$ cat config.mk
export PLATFORM = sky130hd
export DESIGN_NAME = core_seq_ctrl_flat
export DESIGN_NICKNAME = d
export VERILOG_FILES = /design/src/rtl/core_seq_ctrl_pkg.sv /design/src/rtl/core_seq_ctrl_if.sv /design/src/rtl/core_seq_ctrl_perf_counter.sv /design/src/rtl/core_seq_ctrl.sv /design/src/flat_wrapper.sv
export SDC_FILE = /design/constraint.sdc
export NUM_CORES = 1
export LEC_CHECK = 0
export ABC_AREA = 1
export CORE_MARGIN = 2
export CORE_UTILIZATION = 53
export DETAILED_ROUTE_END_ITERATION = 10
export PLACE_DENSITY_LB_ADDON = 0.2
export SLEW_MARGIN = 25
export SYNTH_ARGS = -nofsm -noshare
export SYNTH_HDL_FRONTEND = slang
export SYNTH_SLANG_ARGS = --single-unit
$ cat constraint.sdc
create_clock -name clk -period 1.95 [get_ports clk]
set_clock_uncertainty 0.2 [all_clocks]
set_input_delay 0.585 -clock clk [delete_from_list [all_inputs] [get_ports clk]]
set_output_delay 0.585 -clock clk [all_outputs]
set_load 0.01 [all_outputs]
$ cat src/rtl/core_seq_ctrl_pkg.sv
// core_pkg: definitions shared by the RV32I multi-cycle sequencer.
//   state_e      - sequencer state encoding (also driven out on the `state` port)
//   halt_cause_e - codes reported on `halt_cause`
//   RESET_PC_DEFAULT / MEM_TIMEOUT_DEFAULT - parameter defaults for core_seq_ctrl
//   next_pc()    - PC selection applied at the end of writeback
package core_pkg;

  typedef enum logic [2:0] {
    ST_RESET  = 3'd0,
    ST_FETCH  = 3'd1,
    ST_DECODE = 3'd2,
    ST_EXEC   = 3'd3,
    ST_MEM    = 3'd4,
    ST_WB     = 3'd5,
    ST_HALT   = 3'd6
  } state_e;

  typedef enum logic [1:0] {
    HC_NONE    = 2'd0,
    HC_ILLEGAL = 2'd1,
    HC_IMEM_TO = 2'd2,
    HC_DMEM_TO = 2'd3
  } halt_cause_e;

  localparam logic [31:0] RESET_PC_DEFAULT    = 32'h0000_0000;
  localparam int unsigned MEM_TIMEOUT_DEFAULT = 32'd255;

  // Taken branches/jumps go to the captured target, everything else falls
  // through; the +4 wraps naturally at 2^32.
  function automatic logic [31:0] next_pc(input logic        taken,
                                          input logic [31:0] target,
                                          input logic [31:0] cur_pc);
    logic [31:0] npc;
    if (taken) begin
      npc = target;
    end else begin
      npc = cur_pc + 32'd4;
    end
    return npc;
  endfunction

endpackage

$ cat src/rtl/core_seq_ctrl_if.sv
// core_seq_ctrl_if: instruction/data memory request/acknowledge handshake.
//   imem_req - fetch request (address is the sequencer PC)
//   imem_ack - fetch data valid this cycle
//   dmem_req - data access request
//   dmem_we  - 1 = store, 0 = load; meaningful while dmem_req is high
//   dmem_ack - data access complete
// modport master: sequencer side; modport slave: memory side.
interface core_seq_ctrl_if;
  logic imem_req;
  logic imem_ack;
  logic dmem_req;
  logic dmem_we;
  logic dmem_ack;

  modport master (output imem_req, output dmem_req, output dmem_we,
                  input  imem_ack, input  dmem_ack);
  modport slave  (input  imem_req, input  dmem_req, input  dmem_we,
                  output imem_ack, output dmem_ack);
endinterface

$ cat src/rtl/core_seq_ctrl_perf_counter.sv
// perf_counter: 64-bit free-running event counter, used by core_seq_ctrl
// only when CORE_SEQ_PERF_EN is defined.
//   clk, rst_n - clock and asynchronous active-low reset (clears to 0)
//   en_i       - count enable, +1 on each rising edge while high (wraps)
//   cnt_o      - current count
module perf_counter (
  input  logic        clk,
  input  logic        rst_n,
  input  logic        en_i,
  output logic [63:0] cnt_o
);

  logic [63:0] cnt_q;

  // Enabled increment, wrapping at 2^64.
  always_ff @(posedge clk or negedge rst_n) begin
    if (!rst_n) begin
      cnt_q <= 64'd0;
    end else if (en_i) begin
      cnt_q <= cnt_q + 64'd1;
    end
  end

  assign cnt_o = cnt_q;

endmodule

$ cat src/rtl/core_seq_ctrl.sv
// core_seq_ctrl: multi-cycle instruction-step sequencer for the RV32I core.
// Owns the PC and steps FETCH -> DECODE -> EXEC -> [MEM] -> WB, halting on an
// illegal instruction or a memory request that waits MEM_TIMEOUT cycles.
// Parameters: RESET_PC (PC after reset), MEM_TIMEOUT (1..65535 wait cycles).
// Ports:
//   clk, rst_n            - clock, asynchronous active-low reset
//   mem (master modport)  - imem/dmem req/ack handshakes
//   dec_load/store/rf_we/illegal - decoder class flags (stable DECODE..WB)
//   br_taken, br_target   - ALU branch decision/target, sampled in EXEC
//   pc                    - current PC
//   ir_we, opr_we, res_we - IR / operand / ALU-result capture strobes
//   rf_we, retire         - register-file write enable, retire pulse
//   state, halted, halt_cause - state encoding, halt flag and reason
// Optional: macro CORE_SEQ_PERF_EN adds cycle_cnt and instret_cnt (64-bit).
module core_seq_ctrl
  import core_pkg::*;
#(
  parameter logic [31:0] RESET_PC    = RESET_PC_DEFAULT,
  parameter int unsigned MEM_TIMEOUT = MEM_TIMEOUT_DEFAULT
) (
  input  logic                   clk,
  input  logic                   rst_n,
  core_seq_ctrl_if.master        mem,
  input  logic                   dec_load,
  input  logic                   dec_store,
  input  logic                   dec_rf_we,
  input  logic                   dec_illegal,
  input  logic                   br_taken,
  input  logic [31:0]            br_target,
  output logic [31:0]            pc,
  output logic                   ir_we,
  output logic                   opr_we,
  output logic                   res_we,
  output logic                   rf_we,
  output logic                   retire,
  output logic [2:0]             state,
  output logic                   halted,
  output logic [1:0]             halt_cause
`ifdef CORE_SEQ_PERF_EN
  ,
  output logic [63:0]            cycle_cnt,
  output logic [63:0]            instret_cnt
`endif
);

  // Wait counter value seen during the last permitted wait cycle.
  localparam logic [15:0] WAIT_LAST = 16'(MEM_TIMEOUT - 32'd1);

  state_e      state_q, state_d;
  logic [1:0]  cause_q, cause_d;
  logic [15:0] wait_q;
  logic [31:0] pc_q;
  logic        taken_q;
  logic [31:0] tgt_q;
  logic        imem_req_q, dmem_req_q, dmem_we_q;
  logic        opr_we_q, res_we_q, rf_we_q, retire_q, halted_q;
  logic        wait_last_s;

  assign wait_last_s = (wait_q == WAIT_LAST);

  // Next-state and halt-cause selection; an ack on the limit cycle wins.
  always_comb begin
    state_d = state_q;
    cause_d = cause_q;
    case (state_q)
      ST_RESET: begin
        state_d = ST_FETCH;
      end
      ST_FETCH: begin
        if (mem.imem_ack) begin
          state_d = ST_DECODE;
        end else if (wait_last_s) begin
          state_d = ST_HALT;
          cause_d = HC_IMEM_TO;
        end else begin
          state_d = ST_FETCH;
        end
      end
      ST_DECODE: begin
        if (dec_illegal) begin
          state_d = ST_HALT;
          cause_d = HC_ILLEGAL;
        end else begin
          state_d = ST_EXEC;
        end
      end
      ST_EXEC: begin
        if (dec_load || dec_store) begin
          state_d = ST_MEM;
        end else begin
          state_d = ST_WB;
        end
      end
      ST_MEM: begin
        if (mem.dmem_ack) begin
          state_d = ST_WB;
        end else if (wait_last_s) begin
          state_d = ST_HALT;
          cause_d = HC_DMEM_TO;
        end else begin
          state_d = ST_MEM;
        end
      end
      ST_WB: begin
        state_d = ST_FETCH;
      end
      ST_HALT: begin
        state_d = ST_HALT;
      end
      default: begin
        // Unreachable encoding: stop rather than run on corrupted state.
        state_d = ST_HALT;
      end
    endcase
  end

  // State, PC, branch capture and registered Moore outputs (decoded from the
  // state being entered so they line up with the new state).
  always_ff @(posedge clk or negedge rst_n) begin
    if (!rst_n) begin
      state_q    <= ST_RESET;
      cause_q    <= HC_NONE;
      wait_q     <= 16'd0;
      pc_q       <= RESET_PC;
      taken_q    <= 1'b0;
      tgt_q      <= 32'd0;
      imem_req_q <= 1'b0;
      dmem_req_q <= 1'b0;
      dmem_we_q  <= 1'b0;
      opr_we_q   <= 1'b0;
      res_we_q   <= 1'b0;
      rf_we_q    <= 1'b0;
      retire_q   <= 1'b0;
      halted_q   <= 1'b0;
    end else begin
      state_q <= state_d;
      cause_q <= cause_d;
      // Counts only while waiting in the same FETCH/MEM visit; any entry clears it.
      if ((state_d == state_q) && ((state_q == ST_FETCH) || (state_q == ST_MEM))) begin
        wait_q <= wait_q + 16'd1;
      end else begin
        wait_q <= 16'd0;
      end
      if (state_q == ST_EXEC) begin
        taken_q <= br_taken;
        tgt_q   <= br_target;
      end
      if (state_q == ST_WB) begin
        pc_q <= next_pc(taken_q, tgt_q, pc_q);
      end
      imem_req_q <= (state_d == ST_FETCH);
      dmem_req_q <= (state_d == ST_MEM);
      dmem_we_q  <= (state_d == ST_MEM) && dec_store;
      opr_we_q   <= (state_d == ST_DECODE);
      res_we_q   <= (state_d == ST_EXEC);
      rf_we_q    <= (state_d == ST_WB) && dec_rf_we;
      retire_q   <= (state_d == ST_WB);
      halted_q   <= (state_d == ST_HALT);
    end
  end

  // IR capture has to coincide with the fetch ack, so it is the one Mealy strobe.
  assign ir_we        = (state_q == ST_FETCH) && mem.imem_ack;
  assign mem.imem_req = imem_req_q;
  assign mem.dmem_req = dmem_req_q;
  assign mem.dmem_we  = dmem_we_q;
  assign opr_we       = opr_we_q;
  assign res_we       = res_we_q;
  assign rf_we        = rf_we_q;
  assign retire       = retire_q;
  assign halted       = halted_q;
  assign halt_cause   = cause_q;
  assign pc           = pc_q;
  assign state        = state_q;

`ifdef CORE_SEQ_PERF_EN
  perf_counter u_cycle_cnt (
    .clk   (clk),
    .rst_n (rst_n),
    .en_i  (state_q != ST_HALT),
    .cnt_o (cycle_cnt)
  );

  perf_counter u_instret_cnt (
    .clk   (clk),
    .rst_n (rst_n),
    .en_i  (retire_q),
    .cnt_o (instret_cnt)
  );
`endif

endmodule
$ cat src/flat_wrapper.sv
// flat-port wrapper written by rule: the top's interface ports become plain ports
module core_seq_ctrl_flat import core_pkg::*;
#(
  parameter logic [31:0] RESET_PC    = RESET_PC_DEFAULT,
  parameter int unsigned MEM_TIMEOUT = MEM_TIMEOUT_DEFAULT
)
  (clk, rst_n, dec_load, dec_store, dec_rf_we, dec_illegal, br_taken, br_target, pc, ir_we, opr_we, res_we, rf_we, retire, state, halted, halt_cause, mem_imem_req, mem_dmem_req, mem_dmem_we, mem_imem_ack, mem_dmem_ack);
  core_seq_ctrl_if mem_i ();
  input  logic clk;
  input  logic rst_n;
  input  logic dec_load;
  input  logic dec_store;
  input  logic dec_rf_we;
  input  logic dec_illegal;
  input  logic br_taken;
  input  logic [31:0] br_target;
  output logic [31:0] pc;
  output logic ir_we;
  output logic opr_we;
  output logic res_we;
  output logic rf_we;
  output logic retire;
  output logic [2:0] state;
  output logic halted;
  output logic [1:0] halt_cause;
  output wire logic [$bits(mem_i.imem_req)-1:0] mem_imem_req;
  output wire logic [$bits(mem_i.dmem_req)-1:0] mem_dmem_req;
  output wire logic [$bits(mem_i.dmem_we)-1:0] mem_dmem_we;
  input wire logic [$bits(mem_i.imem_ack)-1:0] mem_imem_ack;
  input wire logic [$bits(mem_i.dmem_ack)-1:0] mem_dmem_ack;
  assign mem_imem_req = mem_i.imem_req;
  assign mem_dmem_req = mem_i.dmem_req;
  assign mem_dmem_we = mem_i.dmem_we;
  assign mem_i.imem_ack = mem_imem_ack;
  assign mem_i.dmem_ack = mem_dmem_ack;
  core_seq_ctrl #(.RESET_PC(RESET_PC), .MEM_TIMEOUT(MEM_TIMEOUT)) u_core (.clk(clk), .rst_n(rst_n), .mem(mem_i), .dec_load(dec_load), .dec_store(dec_store), .dec_rf_we(dec_rf_we), .dec_illegal(dec_illegal), .br_taken(br_taken), .br_target(br_target), .pc(pc), .ir_we(ir_we), .opr_we(opr_we), .res_we(res_we), .rf_we(rf_we), .retire(retire), .state(state), .halted(halted), .halt_cause(halt_cause));
endmodule
==> impl_metrics.tcl <==
set metrics [dict create \
    synth-seq-cells 94 \
    synth_area_um2 5050 \
    nFillCells 759 \
    synthCells 699 \
    routabilityCongestion 0.934 \
    final_antenna_net_count 0 \
    grt_usage 0.287 \
    crit_buf_inv 4 \
    clockBufferDepth 2 \
    maxCapViolations 0 \
    clock_latency_ns 0.37 \
    finalWirelength_mm 14.2 \
    synth_top_area_cell "dfrtp_1" \
    final_area_um2 6750 \
    synth-seq-area-share 0.466 \
    maxSlewHeadroom 0.492 \
    grt_pass1_wl_mm 23.3 \
    cts_tree "done" \
    p_total_uw 3460 \
    wl_per_cell_um 14.5 \
    place_area_um2 6280 \
    cp_max_fo 2 \
    drive_gt1_frac 0.164 \
    setup_tns_ns -0.0435 \
    crit_path_top_delay_cell "dfrtp_1" \
    port_buffers 86 \
    slowest_delay_ns 0.40 \
    diodes 0 \
    max_freq_mhz 502 \
    viasPerCell 5.15 \
    htreeDepth 3 \
    fin_nets 885 \
    start_util 0.547 \
    avgSynthCellArea_um2 7.23 \
    leakagePower_uw 0.00322 \
    pwr_density_cell_nw_per_um2 512 \
    synthFlopType "dfrtp_1" \
    period_minus_slack_ns 1.99 \
    startpoint_type "flop" \
    hp-class "flop to flop" \
    grt_use_met3 0.0545 \
    met1_usage 0.344 \
    report.final.hold_viol_count 0 \
    drt_pass1_iterations 4 \
    violations "setup timing" \
    yosysUniqueCellTypes 30 \
    busiest_layer "met2" \
    hpwl_mm 9.98 \
    outcome "finished, violations left" \
    cp.arrival_ns 1.21 \
    cts_inserted_buffers 9 \
    synthTopCellsByArea "dfrtp_1 (47%), nand2_1 (18%), nor2_1 (7.7%)" \
    antenna_found_initial 0 \
    area_growth_pct 33.6 \
    dieWidth_um 102 \
    core.rowCount 35 \
    critical_path_required_ns 1.16 \
    die_h_um 102 \
    synth_edf_count 0 \
    irDropWorstVdd_mv 0.355 \
    maxSlewViolCount 0 \
    grt_max_degree 36 \
    synth_nets 743 \
    path_cells "buf_6 > nand2_4 > inv_2 > nand3_2 > inv_1 > buf_2" \
    gr-total-overflow 0 \
    drt-initial-drc-count 245 \
    cts_root_buf "clkbuf_8" \
    clkTransAtPathRegs_ns 0.10 \
    use_met2 0.511 \
    tightest_slew_ns 0.761 \
    final_common_cell "nand2_1" \
    ys.warnings.count 0 \
    finalCritPeriodShare 1.02 \
    utilization 0.731 \
    setup_ws_ns -0.0435 \
    ioPinCount 87 \
    setup.worst_path.end_class "primary output" \
    path_class "flop to primary output" \
    grt_pass1_vias 5107 \
    vias 5025 \
    cts_sinks 94 \
    path_delay_family "flip-flops" \
    layout_common_cells "nand2_1 (233), nor2_1 (93), dfrtp_1 (88)" \
    fp.dieArea_um2 10300 \
    synth_top_area_share 0.466 \
    rsz0062_at_grt "true" \
    drc 0 \
    setup_viol_count_final 1 \
    core_um2 9240 \
    async_reset_ff_frac 1.00 \
]
[per-layer routing]
layer  wire length, um  vias to the layer above
li1                  -                     2480
met3               645                       27
met5                 0                        -
met4               288                        0
met2              7330                      145
met1              5910                     2373
[worst register-to-register path, delay by kind of cell (launching register included)]
kind	cells	cell delay, ns
simple gates	7	0.90
compound gates	1	0.14
buf+inv	1	0.18
flops	1	0.40
[per-stage QoR]
step	setup WS (ns)	std cells	hold WS (ns)
2_1_floorplan	0.163	699	0.0894
3_3_place_gp	-0.574	928	0.249
3_5_place_dp	-0.579	928	0.255
4_1_cts	-0.0340	974	0.278
5_1_grt	-0.119	975	0.290
6_report	-0.0435	975	0.271
[power breakdown]
group          leakage, uW  switching [uW]  internal (uW)  total [uW]
Sequential         0.00112               0           1950        1950
Combinational      0.00200            56.4           84.0         140
Clock             0.000102             758            611        1370
Total              0.00322             815           2640        3460
[cell usage after synthesis, types with 6 or more instances]
cell and count:
nand3_1 38, clkbuf_1 15, nor2_1 104, nor3_1 8
a21oi_1 18, nand4_1 6, o21ai_0 46, dfrtp_1 94
inv_1 67, nand2_1 241, nor2_2 10, xor2_1 13
[registers in the layout, summed over array words and instances (netlist names), 2 cells and up]
register / flops
u_core.halt_cause: 2
u_core.pc: 32
u_core.state: 3
u_core.tgt_q: 32
u_core.wait_q: 16
[area by class of cell]
cell class / instances / area [um2] / share of cell area
Clock buffer: 9 / 124 / 0.0184
Clock inverter: 7 / 80.1 / 0.0119
Inverter: 72 / 270 / 0.0400
Multi-Input combinational cell: 516 / 2440 / 0.361
Sequential cell: 94 / 2360 / 0.350
Tap cell: 129 / 161 / 0.0239
Timing Repair Buffer: 148 / 1320 / 0.195
[kinds of logic (layout without fill, tap and decap cells)]
group / Yosys count / count (layout) / synth area share
flops: 94 / 94 / 0.466
mux: 1 / 1 / 0.00198
simple gates: 421 / 422 / 0.349
buf+inv: 90 / 236 / 0.0706
fa+ha+maj: 3 / 3 / 0.00743
xor+xnor: 17 / 17 / 0.0295
compound gates: 73 / 73 / 0.0755
[path summary, 6_finish.rpt]
| kind | from | end | slack (ns) | cells after the start |
|---|---|---|---|---|
| worst max-delay path | u_core.state[0] | ir_we | -0.04 | 6 |
| worst min-delay path | u_core.wait_q[0] | u_core.wait_q[0] | 0.27 | 1 |
| worst max register to register | u_core.state[0] | u_core.wait_q[14] | 0.02 | 9 |
| worst min register to register | u_core.wait_q[0] | u_core.wait_q[0] | 0.27 | 1 |
| max in group asynchronous | rst_n | u_core.pc[23] | 0.62 | 3 |
| min in group asynchronous | rst_n | u_core.pc[4] | 0.45 | 2 |
[timing repair]
item,in CTS,in global routing
hold buffers,1,0
endpoints found under the hold margin,19,0
setup buffers,29,1
setup endpoints to repair,49,41
pin swaps,3,3
gates cloned,1,0
gates resized for setup,69,29
Note: power is estimated with default switching activity, not from simulation.
==> RTL change: new RTL, same settings <==
Add an input register stage for `br_target`; this delays it by one clock. The other inputs are not delayed to match.
--- a/src/rtl/core_seq_ctrl.sv
+++ b/src/rtl/core_seq_ctrl.sv
@@ -45,6 +45,12 @@
 
   // Wait counter value seen during the last permitted wait cycle.
   localparam logic [15:0] WAIT_LAST = 16'(MEM_TIMEOUT - 32'd1);
+
+  logic [31:0] br_target_q;
+
+  always_ff @(posedge clk) begin
+    br_target_q <= br_target;
+  end
 
   state_e      state_q, state_d;
   logic [1:0]  cause_q, cause_d;
@@ -143,7 +149,7 @@
       end
       if (state_q == ST_EXEC) begin
         taken_q <= br_taken;
-        tgt_q   <= br_target;
+        tgt_q   <= br_target_q;
       end
       if (state_q == ST_WB) begin
         pc_q <= next_pc(taken_q, tgt_q, pc_q);
Check against the original RTL: not equivalent (a bounded check fails within 10 cycles, from zero or initial values and one cycle with rst_n low).
==> RTL change against the original RTL <==
The flow still finishes with violations (setup timing). Sequential cell count rose by 32. Register-to-register slack got worse by 0.18 ns. Via count rose by 6.8%. Synthesized cell count rose by 2.0%. Final cell count rose by 4.7%. Critical endpoint unchanged. Worst setup slack got worse by 0.19 ns. Highest routed layer unchanged. Critical path type unchanged. Wire length rose by 11%. Cell area rose by 17%. Synthesized area rose by 14%.
Power is left out: it rests on default switching activity, and per cell area and clock period it moved more than threefold.
==> RTL change: results (changes against the original RTL) <==
Timing:
- The number of setup violations in the final report is 24 (was 1).
- The total negative slack for setup checks came to -2.826 ns (was -0.04348 ns).
- The smallest hold slack is 0.2235 ns (was 0.2710 ns).
- The worst setup slack after layout is -0.2343 ns (was -0.04348 ns).

Worst hold path:
- The startpoint of the worst hold path is u_core.br_target_q[26] (was u_core.wait_q[0]).

Final layout:
- The count of filler cells inserted in the layout is 760 (was 759).
- The footprint of the multi-input gates is 0.002547 mm² (was 0.002439 mm²).
- The proportion of final cell area spent on non-clock buffers is 17.17% (was 19.50%).
- The proportion of layout cells with a drive suffix above 1 is 22.82% (was 16.43%).
- The clock-cell share of area is 7.143% (was 3.021%).
- The count of plain and timing-repair buffers was 158 (was 148).
- The share of the core filled with cells is 75.84% (was 73.05%).
- The net count of the finished layout is 916 (was 885).

Critical path:
- The critical path data arrival time is 1.40 ns (was 1.21 ns).
- The start point of the critical path is u_core.state[2] (was u_core.state[0]).

Synthesis:
- The async set-reset flop share out of synthesis is 74.60% (was 100.0%).
- The number of nets produced by synthesis is 757 (was 743).
- Cell types occupying the most area after synthesis: sky130_fd_sc_hd__dfrtp_1, sky130_fd_sc_hd__nand2_1, sky130_fd_sc_hd__dfxtp_1 (was sky130_fd_sc_hd__dfrtp_1, sky130_fd_sc_hd__nand2_1, sky130_fd_sc_hd__nor2_1).
- The sequential element share of the synthesized area is 52.16% (was 46.56%).

CTS:
- The number of buffers inserted by post-CTS setup repair is 26 (was 29).
- The total number of H-tree levels was 4 (was 3).
- The total clock buffers created by CTS is 17 (was 9).
- The number of instances resized during post-cts repair was 128 (was 69).
- The clock latency on the worst-skew pair is 0.52 ns (was 0.37 ns).

Place:
- The final weighted congestion in routability-driven placement came to 1.006 (was 0.9344).
- The cell area after placement is 0.007019 mm² (was 0.006276 mm²).
- The placed wire-length estimate was 10.62 mm (was 9.975 mm).

Drt:
- The detailed-route via count is 5369 (was 5025).
- The wire length per cell is 15.44 µm (was 14.54 µm).

Outcome:
- Violations in the final reports: setup timing (unchanged).
- Outcome: finished, violations left (unchanged).

Global route:
- The first-pass GRT wire length is 25.70 mm (was 23.28 mm).
- The maximum number of pins on one net before global-route repair is 31 (was 36).
- The met3 layer usage reported by global route is 7.414% (was 5.452%).
RTL change: cell types whose count changed in the layout (fill, tap and decap cells not counted), moves of 9 or more:
cell and delta:
sky130_fd_sc_hd__clkbuf_16 +17, sky130_fd_sc_hd__nor2_2 -12, sky130_fd_sc_hd__dfxtp_1 +32, sky130_fd_sc_hd__clkdlybuf4s15_1 +9
sky130_fd_sc_hd__clkbuf_2 +24, sky130_fd_sc_hd__nor2_1 -17, sky130_fd_sc_hd__a21oi_1 -11, sky130_fd_sc_hd__nor2_4 +12
sky130_fd_sc_hd__dlygate4sd2_1 -42
RTL change: cell families (layout without fill, tap and decap cells):
family          after synthesis  count (layout)  synth area share, %
compound gates               70              70                6.738
xor+xnor                     14              14                2.137
fa+ha+maj                     3               3               0.6542
buf+inv                      87             259                6.302
flops                       126             126                52.16
simple gates                413             413                32.01
